[src/rtl/hazard_controller.sv]
// hazard_controller: RV32I 5-stage pipeline sequencer for load-use stalls, redirect flushes and memory waits
// Ports: clk/reset_n (sync active-low); id_rs1/id_rs2 (ID sources); id_ex_rd/id_ex_MemRead (EX load);
//        ex_redirect (taken branch/jump); mem_req/mem_ready (data memory handshake);
//        pc_write, if_id_write/flush, id_ex_write/flush, ex_mem_write, mem_wb_flush (stage controls);
//        stall_cycles/flush_events (saturating performance counters)
module hazard_controller #(
  parameter int LOAD_USE_STALL = 1,
  parameter int FLUSH_CYCLES   = 1,
  parameter int CNT_W          = 32
) (
  input  logic             clk,
  input  logic             reset_n,
  input  logic [4:0]       id_rs1,
  input  logic [4:0]       id_rs2,
  input  logic [4:0]       id_ex_rd,
  input  logic             id_ex_MemRead,
  input  logic             ex_redirect,
  input  logic             mem_req,
  input  logic             mem_ready,
  output logic             pc_write,
  output logic             if_id_write,
  output logic             if_id_flush,
  output logic             id_ex_write,
  output logic             id_ex_flush,
  output logic             ex_mem_write,
  output logic             mem_wb_flush,
  output logic [CNT_W-1:0] stall_cycles,
  output logic [CNT_W-1:0] flush_events
);
  typedef enum logic [1:0] {RUN, LU_STALL, FLUSH, MEM_WAIT} state_t;
  state_t state_q, state_d, sv_q, sv_d, es;
  logic [2:0] cnt_q, cnt_d;
  logic [CNT_W-1:0] stall_q, stall_d, flush_q, flush_d;
  logic mem_wait, load_use, fl, st;
  assign mem_wait = mem_req && !mem_ready;
  assign load_use = id_ex_MemRead && id_ex_rd != 5'd0 && (id_ex_rd == id_rs1 || id_ex_rd == id_rs2);
  // While frozen, the interrupted sequence lives in sv_q and cnt_q is simply held,
  // so the cycle that releases the wait runs as the saved state.
  assign es = state_q == MEM_WAIT ? sv_q : state_q;
  always_ff @(posedge clk) begin
    if (!reset_n) begin
      state_q <= RUN;
      sv_q    <= RUN;
      cnt_q   <= 3'd0;
    end else begin
      state_q <= state_d;
      sv_q    <= sv_d;
      cnt_q   <= cnt_d;
    end
  end
  always_comb begin
    state_d = RUN;
    sv_d    = sv_q;
    cnt_d   = 3'd0;
    if (mem_wait) begin
      state_d = MEM_WAIT;
      sv_d    = es;
      cnt_d   = cnt_q;
    end else if (ex_redirect) begin
      state_d = FLUSH_CYCLES > 1 ? FLUSH : RUN;
      cnt_d   = 3'(FLUSH_CYCLES - 1);
    end else if (es != RUN) begin
      state_d = cnt_q == 3'd1 ? RUN : es;
      cnt_d   = cnt_q - 3'd1;
    end else if (load_use) begin
      state_d = LOAD_USE_STALL > 1 ? LU_STALL : RUN;
      cnt_d   = 3'(LOAD_USE_STALL - 1);
    end
  end
  // Mealy outputs: flush wins over stall, memory wait freezes everything.
  assign fl = !mem_wait && (ex_redirect || es == FLUSH);
  assign st = !mem_wait && !fl && (es == LU_STALL || (es == RUN && load_use));
  always_comb begin
    pc_write     = reset_n && !mem_wait && !st;
    if_id_write  = reset_n && !mem_wait && !st;
    if_id_flush  = !reset_n || fl;
    id_ex_write  = reset_n && !mem_wait;
    id_ex_flush  = !reset_n || fl || st;
    ex_mem_write = reset_n && !mem_wait;
    mem_wb_flush = !reset_n || mem_wait;
  end
  always_comb begin
    stall_d = (!pc_write && !(&stall_q)) ? stall_q + CNT_W'(1) : stall_q;
    flush_d = (ex_redirect && !mem_wait && !(&flush_q)) ? flush_q + CNT_W'(1) : flush_q;
  end
  always_ff @(posedge clk) begin
    if (!reset_n) begin
      stall_q <= '0;
      flush_q <= '0;
    end else begin
      stall_q <= stall_d;
      flush_q <= flush_d;
    end
  end
  assign stall_cycles = stall_q;
  assign flush_events = flush_q;
endmodule
[config.mk]
export PLATFORM = sky130hd
export DESIGN_NAME = hazard_controller
export DESIGN_NICKNAME = d
export VERILOG_FILES = /design/src/rtl/hazard_controller.sv
export SDC_FILE = /design/constraint.sdc
export NUM_CORES = 1
export LEC_CHECK = 0
export CORE_AREA = 2 2 87 89
export DETAILED_ROUTE_END_ITERATION = 7
export DIE_AREA = 0 0 89 91
export PLACE_DENSITY = 0.85
export SYNTH_ARGS = -nofsm -noshare
export SYNTH_HDL_FRONTEND = slang
export SYNTH_SLANG_ARGS = --single-unit
export TNS_END_PERCENT = 10
[constraint.sdc]
create_clock -name clk -period 3.2 [get_ports clk]
set_clock_uncertainty 0.15 [all_clocks]
set_input_delay 0.48 -clock clk [delete_from_list [all_inputs] [get_ports clk]]
set_output_delay 0.48 -clock clk [all_outputs]
set_load 0.02 [all_outputs]
==> run_results.csv <==
group,metric,value,unit
place,place_congestion,0.830,
routing,first_iter_violations,235,
synth,synth_cells,464,
synth,yosysTopAreaCellShare,37.4,%
job,drv_cap,0,
finish,drive_above_1_share,7.91,%
synth,syn-num-nets,489,
timing,holdWs,310,ps
floorplanning,ios,92,
synth,ys_types,53,
clock_network,cts_max_level,3,
power_and_ir_drop,p_leak,0.00165,µW
routing,routedWlPerCell,15.1,µm
synth,ys_warn_count,0,
timing,rsz0062_at_grt,"false",
power_and_ir_drop,power,1990,µW
timing,fin_ws,241,ps
grt,grt_pass1_wl,16300,µm
critical_path,max_stage_delay,570,ps
timing,finalCritPeriodShare,92.5,%
place,io_buffers,91,
critical_path,worst-path-max-fanout,4,
timing,worstMarginPinSlew,1130,ps
critical_path,required,2570,ps
routing,vias_per_cell,5.92,
grt,grtUsageTotal,24.9,%
grt,grt_max_degree,64,
power_and_ir_drop,p_per_area,395,nW/µm²
clock_network,cts_made_buffers,9,
place,pre_cts_ws,-68.9,ps
floorplanning,dieHeight,91,µm
synth,async_flop_share,0,%
timing,slew_headroom,23.4,%
finish,n_antenna_cell,0,
floorplanning,die-area,8100,µm²
floorplanning,core-area,7140,µm²
clock_network,clockBufferDepth,2,
critical_path,worst_path_max_delay_cell,"or4_1",
critical_path,critPathArrivalTime,2330,ps
clock_network,insertion_delay,350,ps
finish,final_core_util,70.6,%
clock_network,cts_sinks,71,
clock_network,root_buffer,"clkbuf_8",
timing,fmax,338,MHz
status,outcome,"finished clean",
routing,num_vias,3876,
routing,wirelength,9910,µm
finish,area_delta_synth_final,32.8,%
clock_network,cts_tree,"built",
grt,grt_overflow,0,
synth,ys_seq_area_share,37.4,%
floorplanning,die-width,89,µm
synth,synth_area_leaders,"dfxtp_1, xor2_1, a21oi_1",
critical_path,worstPathCellList,"clkdlybuf4s50_1 -> or4_1 -> o21ai_2 -> o31a_1 -> dlygate4sd2_1",
synth,ys.flop_type,"dfxtp_1",
routing,drtAntennaViolNets,0,
synth,ys_ff_latch,71,
finish,layout.nets,576,
timing,finalSetupViolCount,0,
power_and_ir_drop,vdd_drop_max,0.248,mV
critical_path,crit_type,"input pin to output pin",
critical_path,cp-end-kind,"output pin",
critical_path,rr_worst_depth,6,
clock_network,path_clk_slew,70,ps
floorplanning,num_rows,31,
routing,first_pass_iters,5,
timing,hold_viol,0,
timing,drv_slew,0,
worst_hold_path,hold_depth,2,
timing,finalCriticalPeriod,2960,ps
grt,grt_pass1_vias,3610,
place,hpwl,6820,µm
grt,antenna_found_initial,0,
synth,synth_area_per_cell,8.18,µm²
worst_hold_path,hp-class,"register to register",
critical_path,setup.worst_path.start_class,"input pin",
synth,synth-edff-count,0,
synth,synth_area_leader_cell,"dfxtp_1",
routing,drc,0,
synth,syn_area,3800,µm²
floorplanning,initial_utilization,53.2,%
==> timing repair <==
action / in CTS / in global routing
endpoints found under the setup margin: 3 / 1
buffers inserted: 0 / 0
pin swaps: 1 / 0
hold buffers: 0 / 0
gates resized for setup: 3 / 3
==> path summary, 6_finish.rpt <==
| kind | start | slack [ps] | to |
|---|---|---|---|
| setup / recovery | id_ex_rd[1] | 240 | if_id_write |
| setup reg to reg | flush_events[10] | 570 | flush_events[20] |
| hold / removal | sv_q[1] | 310 | sv_q[1] |
| hold reg to reg | sv_q[1] | 310 | sv_q[1] |
==> stage by stage <==
stage	TNS [ps]	instances	area [µm²]
after detailed placement	-160	639	4780
after floorplan	0	464	3800
after CTS	0	655	5030
after global routing	0	655	5040
after global placement	-168	639	4780
final	0	655	5040
==> layer usage <==
layer	global-route usage, %	part of all wire (%)
met1	32.6	42
met5	0	0
met3	4.18	5.9
met4	9.83	1.8
met2	40.2	50
==> cells in the final DEF (no fill, tap or decap), types with 10 or more instances in the layout <==
master	netlist	final
nand2b_1	10	10
o21ai_0	23	22
xor2_1	24	24
a21oi_1	40	40
or4_1	13	13
nor2_1	36	36
inv_1	10	10
nor3_1	11	11
clkbuf_8	0	11
nand4_1	19	19
clkdlybuf4s50_1	0	88
or3_1	18	18
buf_4	7	14
o31ai_1	13	13
nand2_1	33	33
nand3_1	35	35
dfxtp_1	71	71
==> power breakdown <==
group | internal (µW) | switching (µW) | total, µW
Combinational | 78.8 | 107 | 186
Sequential | 892 | 9.88 | 901
Clock | 560 | 343 | 903
==> critical path: cells and delay by family <==
kind | cells | cell delay [ps]
AO/OA/AOI/OAI | 2 | 490
buffers and inverters | 2 | 790
AND/OR/NAND/NOR | 1 | 570
==> cells by family (layout without fill, tap and decap cells) <==
family | Yosys count | in the layout | synth area share, %
AND/OR/NAND/NOR | 216 | 216 | 31.4
AO/OA/AOI/OAI | 94 | 94 | 15.4
flip-flops | 71 | 71 | 37.4
buffers and inverters | 40 | 132 | 5.30
XOR/XNOR | 33 | 33 | 7.61
multiplexers | 6 | 6 | 1.58
adder cells (fa/ha/maj) | 4 | 4 | 1.32
==> cell usage after synthesis (all sizes together), types with 2 or more instances <==
master and count:
dfxtp 71, a21oi 40, nor2 36, nand3 35
nand2 33, xor2 24, o21ai 23, nand4 20
or3 18, buf 16, clkbuf 13, o31ai 13
or4 13, nor3 12, inv 11, nand2b 10
and3 9, xnor2 9, and4 7, mux2i 6
nor4 6, and2 5, ha 4, o311ai 4
o41ai 4, nor4b 3, or2 3, nor2b 2
or4b 2
==> state kept, by name, summed over array words and instances, names as in the netlist <==
register      count
stall_cycles     32
flush_events     32
sv_q              2
state_q           2
cnt_q             3
==> cell type report <==
| cell class | count | area [µm²] |
|---|---|---|
| clock buffer | 11 | 151 |
| clock inverter | 5 | 104 |
| fill | 574 | 2100 |
| inverter | 11 | 41.3 |
| multi-input combinational | 353 | 2180 |
| sequential | 71 | 1420 |
| tap | 99 | 124 |
| timing repair buffer | 105 | 1020 |
Power figures use the tool's default switching activity.
